**config.mk**
```make
export PLATFORM = sky130hd
export DESIGN_NAME = spi_slave_sequencer
export DESIGN_NICKNAME = d
export VERILOG_FILES = /design/src/rtl/spi_pkg.sv /design/src/rtl/spi_rr_arbiter.sv /design/src/rtl/spi_slave_sequencer.sv
export SDC_FILE = /design/constraint.sdc
export NUM_CORES = 1
export LEC_CHECK = 0
export ABC_AREA = 1
export CELL_PAD_IN_SITES_DETAIL_PLACEMENT = 1
export CELL_PAD_IN_SITES_GLOBAL_PLACEMENT = 1
export CORE_MARGIN = 5
export CORE_UTILIZATION = 29
export DETAILED_ROUTE_END_ITERATION = 8
export PLACE_DENSITY = 0.8
export RECOVER_POWER = 50
export SLEW_MARGIN = 20
export SYNTH_ARGS = -nofsm -noshare
export SYNTH_HDL_FRONTEND = slang
export SYNTH_SLANG_ARGS = --single-unit
```
**constraint.sdc**
```tcl
create_clock -name i_clk -period 2.8 [get_ports i_clk]
set_input_delay 0.56 -clock i_clk [delete_from_list [all_inputs] [get_ports i_clk]]
set_output_delay 0.56 -clock i_clk [all_outputs]
set_load 0.02 [all_outputs]
```
**src/rtl/spi_pkg.sv**
```systemverilog
// Shared constants for the SPI slave sequencer: FSM encoding, byte width, default timeout.
package spi_pkg;

   localparam int unsigned SPI_BYTE_W      = 8;
   localparam int unsigned TIMEOUT_CYC_DEF = 1023;

   localparam logic [1:0] ST_IDLE    = 2'd0;
   localparam logic [1:0] ST_LAUNCH  = 2'd1;
   localparam logic [1:0] ST_WAIT    = 2'd2;
   localparam logic [1:0] ST_CAPTURE = 2'd3;

endpackage

```
**src/rtl/spi_rr_arbiter.sv**
```systemverilog
// Combinational round-robin picker: scans upward from last+1 (mod NREQ), first pending wins.
module spi_rr_arbiter #(
   parameter int NREQ  = 4,
   parameter int IDX_W = $clog2(NREQ)
) (
   input  logic [NREQ-1:0]  i_req,
   input  logic [IDX_W-1:0] i_last,
   output logic [NREQ-1:0]  o_win,
   output logic [IDX_W-1:0] o_win_idx,
   output logic             o_any
);

   always_comb begin
      o_win     = '0;
      o_win_idx = '0;
      o_any     = 1'b0;
      for (int k = 1; k <= NREQ; k++) begin
         if (!o_any && i_req[(int'(i_last) + k) % NREQ]) begin
            o_any                                 = 1'b1;
            o_win_idx                             = IDX_W'((int'(i_last) + k) % NREQ);
            o_win[(int'(i_last) + k) % NREQ]      = 1'b1;
         end
      end
   end

endmodule

```
**src/rtl/spi_slave_sequencer.sv**
```systemverilog
// Shares one SPI slave transfer engine between NREQ byte requesters (round-robin).
// Optional WAIT-state timeout enabled by defining SPI_SEQ_TIMEOUT_EN.
module spi_slave_sequencer
   import spi_pkg::*;
#(
   parameter int NREQ        = 4,
   parameter int TIMEOUT_CYC = TIMEOUT_CYC_DEF
) (
   input  logic                       i_clk,
   input  logic                       i_rst,
   input  logic [NREQ-1:0]            i_req,
   input  logic [NREQ*SPI_BYTE_W-1:0] i_req_data,
   output logic [NREQ-1:0]            o_gnt,
   output logic [NREQ-1:0]            o_done,
   output logic [SPI_BYTE_W-1:0]      o_rx_data,
   output logic                       o_err,
   output logic                       o_busy,
   output logic [SPI_BYTE_W-1:0]      o_eng_data_in,
   output logic                       o_eng_tx_dp,
   input  logic [SPI_BYTE_W-1:0]      i_eng_data_out,
   input  logic                       i_eng_done
);

   localparam int IDX_W = $clog2(NREQ);

   logic [1:0]            r_state;
   logic [IDX_W-1:0]      r_owner;
   logic [IDX_W-1:0]      r_last;
   logic [NREQ-1:0]       r_done;
   logic [SPI_BYTE_W-1:0] r_rx_data;
   logic                  r_err;
   logic [SPI_BYTE_W-1:0] r_eng_data_in;

   logic [NREQ-1:0]       w_win;
   logic [IDX_W-1:0]      w_win_idx;
   logic                  w_any;
   logic [SPI_BYTE_W-1:0] w_sel_data;
   logic [NREQ-1:0]       w_owner_oh;
   logic                  w_timeout;

   spi_rr_arbiter #(.NREQ(NREQ), .IDX_W(IDX_W)) u_arb (
      .i_req     (i_req),
      .i_last    (r_last),
      .o_win     (w_win),
      .o_win_idx (w_win_idx),
      .o_any     (w_any)
   );

   always_comb begin
      w_sel_data = '0;
      for (int i = 0; i < NREQ; i++)
         if (w_win[i]) w_sel_data = w_sel_data | i_req_data[i*SPI_BYTE_W +: SPI_BYTE_W];
   end

   assign w_owner_oh = NREQ'(1) << r_owner;

`ifdef SPI_SEQ_TIMEOUT_EN
   localparam int CNT_W = $clog2(TIMEOUT_CYC + 1);
   logic [CNT_W-1:0] r_cnt;

   // Fires in the last of TIMEOUT_CYC WAIT cycles; a simultaneous eng_done takes priority.
   assign w_timeout = (r_state == ST_WAIT) && !i_eng_done && (r_cnt == CNT_W'(TIMEOUT_CYC - 1));

   always_ff @(posedge i_clk or posedge i_rst) begin
      if (i_rst)                       r_cnt <= '0;
      else if (r_state == ST_LAUNCH)   r_cnt <= '0;
      else if (r_state == ST_WAIT)     r_cnt <= r_cnt + CNT_W'(1);
   end
`else
   assign w_timeout = 1'b0;
`endif

   always_ff @(posedge i_clk or posedge i_rst) begin
      if (i_rst) begin
         r_state       <= ST_IDLE;
         r_owner       <= '0;
         r_last        <= IDX_W'(NREQ - 1);
         r_done        <= '0;
         r_rx_data     <= '0;
         r_err         <= 1'b0;
         r_eng_data_in <= '0;
      end else begin
         r_done <= '0;
         r_err  <= 1'b0;
         case (r_state)
            ST_IDLE: if (w_any) begin
               r_owner       <= w_win_idx;
               r_last        <= w_win_idx;
               r_eng_data_in <= w_sel_data;
               r_state       <= ST_LAUNCH;
            end
            ST_LAUNCH: r_state <= ST_WAIT;
            ST_WAIT: begin
               if (i_eng_done) begin
                  r_state <= ST_CAPTURE;
               end else if (w_timeout) begin
                  r_state   <= ST_IDLE;
                  r_done    <= w_owner_oh;
                  r_err     <= 1'b1;
                  r_rx_data <= '0;
               end
            end
            ST_CAPTURE: begin
               r_rx_data <= i_eng_data_out;
               r_done    <= w_owner_oh;
               r_state   <= ST_IDLE;
            end
            default: r_state <= ST_IDLE;
         endcase
      end
   end

   assign o_busy        = (r_state != ST_IDLE);
   assign o_gnt         = o_busy ? w_owner_oh : '0;
   assign o_eng_tx_dp   = (r_state == ST_LAUNCH);
   assign o_done        = r_done;
   assign o_rx_data     = r_rx_data;
   assign o_eng_data_in = r_eng_data_in;
`ifdef SPI_SEQ_TIMEOUT_EN
   assign o_err         = r_err;
`else
   assign o_err         = 1'b0;
`endif

endmodule

```
==> metrics.md <==
| Metric | Value |
|---|---|
| Required time of the critical path | 2.24 ns |
| Delay of the slowest critical-path stage | between 0.6 and 0.7 ns |
| Post-synthesis instance area | 1720 um2 |
| Max-slew violation total from the final report | 0 |
| Maximum fanout encountered on the critical timing path | 6 |
| Clock Latency Late Sink | 0.27 ns |
| Total via count in the routed design | 1778 |
| Final cycle utilization of the critical path | 0.892 |
| Initial antenna violation count | 0 |
| Top delay family on crit path | buffers and inverters |
| Final weighted congestion in routability-driven placement | just under 0.9 |
| Starting utilization of the core area | 0.294 |
| Synthesis-stage register bit count | 26 |
| Routed length per placed instance | 13.9 um |
| Max capacitance violation total | 0 |
| Worst relative slew slack | 0.0528 |
| Setup repair after global routing missed its margin | no |
| Clock buffer depth | 2 |
| Final setup violation count | 0 |
| Maximum frequency from static timing analysis | 400 MHz |
| Non-filler instance count after layout | 384 |
| Top-area cell type share of the netlist area | 0.349 |
| Crit path from | r_state[0] |
| Sum of overflow across all layers after global routing | 0 |
| Cell-by-cell listing of the critical path | inv_1 -> ha_1 -> nor3_1 -> clkdlybuf4s50_1 |
| Fraction of layout cells with a size suffix above 1 | 0.0906 |
| Power per cell area | 1250 nW/um2 |
| Vertical extent of the die | about 87 um |
| Synth-to-Final Area Change | 50.4% |
| Number of DRC markers in iteration 0 | 32 |
| Die width | 87.0 um |
| Total clock buffers created by CTS | 3 |
| Top library cells by usage in the layout, fill and taps aside | sky130_fd_sc_hd__nand2_1 (89), sky130_fd_sc_hd__clkdlybuf4s50_1 (70), sky130_fd_sc_hd__nor2_1 (28) |
| Leak pwr | 1.20 nW |
| Pin slew with the least headroom to its limit | 1.42 ns |
| Wire length of the first global-routing pass | ~9 mm |
| Vias/cell | roughly 4.6 |
| Count of input and output buffers | 72 |
| Type of the worst setup path | flop to output pin |
| Post-synthesis cell count | 236 |
| Status | finished clean |
| Clock skew | 0.00946 ns |
| Number of library cell types mapped by synthesis | 29 |
| Post-CTS setup repair buffer count | 0 |
| Most common cell after layout, fill and taps aside | sky130_fd_sc_hd__nand2_1 |
| Total die area | 7570 um2 |
| Antenna cells | 0 |
| Final instance area | approximately 2600 um2 |
| Synthesized net count | 296 |
| Clock-pin slew on the worst setup and hold paths | about 0.1 ns |
| Total routing usage reported by global routing | 0.144 |
| Mean instance size in the synthesized netlist | 7.28 um2 |
| Post-detailed-routing wire length | 5.34 mm |
| Count of endpoints failing hold in the final timing report | 0 |
| Placed wire-length estimate | roughly 4.5 mm |
| Total Power | 3.24 mW |
| Sink Count | 26 |
| Worst EP arrival | 1.94 ns |
| Placeable core region | 5850 um2 |
| Summed negative setup slack over all endpoints | 0 ns |
| Main area contributors after synthesis | sky130_fd_sc_hd__dfrtp_1 (35%), sky130_fd_sc_hd__nand2_1 (19%), sky130_fd_sc_hd__ha_1 (9.5%) |
| Count of nets left with antenna violations after detail routing | 0 |
| CTS tree | done |
| Yosys warning count | 0 |
| Startpoint type of the worst setup path | flop |
| Slowest stage cell on the critical path | sky130_fd_sc_hd__clkdlybuf4s50_1 |
| Worst hold margin | 0.479 ns |
| Max VDD drop | 0.474 mV |
| CTS-repair resized insts | 0 |
| Pin count of the biggest net entering global routing | 27 |
| Number of remaining DRC errors | 0 |
| Kind of end point of the critical path | output pin |
| Worst Path Buf+Inv | 2 |
| Hold Buf Count CTS | 0 |
| Standard-cell row count | 28 |
| Number of placed I/O pins | 74 |
| Vias in the first global route | 1923 |
| Critical register-to-register path startpoint | r_last[1] |
| Total cell area at the placement stage | 2520 um2 |
| Drt pass-1 iters | 4 |
| Placed insts | 380 |
| Minimum clock period after layout | between 2 and 2.5 ns |
| Largest area contributor in the synthesized netlist | sky130_fd_sc_hd__dfrtp_1 |
| Hold Startpoint | o_rx_data[7] |
| Library cell used as clock root buffer | sky130_fd_sc_hd__clkbuf_8 |
| H-Tree Depth | 1 |
| Share of synthesized area occupied by flip-flops and latches | 0.380 |
| Net total in the final layout | between 300 and 400 |
| Class of the worst hold path | flop to flop |
## final cells by class
class,count,area [um2]
timing repair buffer,74,732
tap,75,93.8
clock buffer,3,41.3
clock inverter,1,30.0
fill,733,3270
inverter,17,63.8
multi-input combinational,188,971
sequential,26,653
## sequential cells by signal, indices dropped and copies added, names as in the netlist
name           flops
o_done             4
o_eng_data_in      8
o_rx_data          8
r_last             2
r_owner            2
r_state            2
## cells by family (layout without fill, tap and decap cells)
| logic type | count (synthesis) | after routing | share of synthesized area |
|---|---|---|---|
| buf+inv | 22 | 95 | 0.0553 |
| simple gates | 157 | 157 | 0.406 |
| compound gates | 17 | 17 | 0.0619 |
| fa+ha+maj | 13 | 13 | 0.0946 |
| other cells | 1 | 1 | 0.00218 |
| flops | 26 | 26 | 0.380 |
## routing by layer
| layer | routed length, um | vias up | track usage |
|---|---|---|---|
| li1 | - | 894 | - |
| met2 | 2600 | 49 | 0.249 |
| met5 | 0 | - | 0 |
| met4 | 28 | 0 | 0.0255 |
| met1 | 2380 | 831 | 0.191 |
| met3 | 334 | 4 | 0.0237 |
## power breakdown
group | internal (mW) | switching, mW
Clock | 0.191 | 0.120
Sequential | 0.570 | 0.116
Combinational | 0.843 | 1.40
## worst paths after layout
check                                   end  slack, ns  cells after the start
setup / recovery                   o_gnt[3]       0.30                      4
hold / removal                 o_rx_data[7]       0.48                      2
setup reg to reg           o_eng_data_in[1]       0.34                     12
hold reg to reg                o_rx_data[7]       0.48                      2
max in group asynchronous        r_owner[1]       0.76                      3
min in group asynchronous  o_eng_data_in[4]       1.19                      3
## cell usage after synthesis (all sizes together)
| cell | instances |
|---|---|
| nand4 | 3 |
| o21ai | 7 |
| inv | 17 |
| conb | 1 |
| ha | 13 |
| dfstp | 2 |
| o22ai | 1 |
| clkbuf | 2 |
| nand3 | 20 |
| a21boi | 3 |
| dfrtp | 24 |
| nand2 | 94 |
| nor2 | 31 |
| a21oi | 4 |
| o211ai | 1 |
| buf | 3 |
| a22oi | 1 |
| nor3 | 9 |
## worst register-to-register path, cell delays in order (launching register included)
cell	delay [ns]
sky130_fd_sc_hd__dfstp_2	0.62
sky130_fd_sc_hd__inv_1	0.16
sky130_fd_sc_hd__ha_1	0.35
sky130_fd_sc_hd__inv_1	0.12
sky130_fd_sc_hd__nand3_2	0.13
sky130_fd_sc_hd__nand2_2	0.13
sky130_fd_sc_hd__nor2_2	0.09
sky130_fd_sc_hd__a21oi_1	0.16
sky130_fd_sc_hd__nand3_2	0.19
sky130_fd_sc_hd__nand2_1	0.11
sky130_fd_sc_hd__nand3_1	0.10
sky130_fd_sc_hd__nor2_1	0.15
sky130_fd_sc_hd__nor2_1	0.06
## through the flow
stage,worst slack (ns),util
after global routing,0.0793,0.442
after CTS,0.277,0.442
after detailed placement,0.384,0.430
after floorplan,0.707,-
final,0.301,0.442
after global placement,0.430,0.430
(Power assumes the default switching activity.)
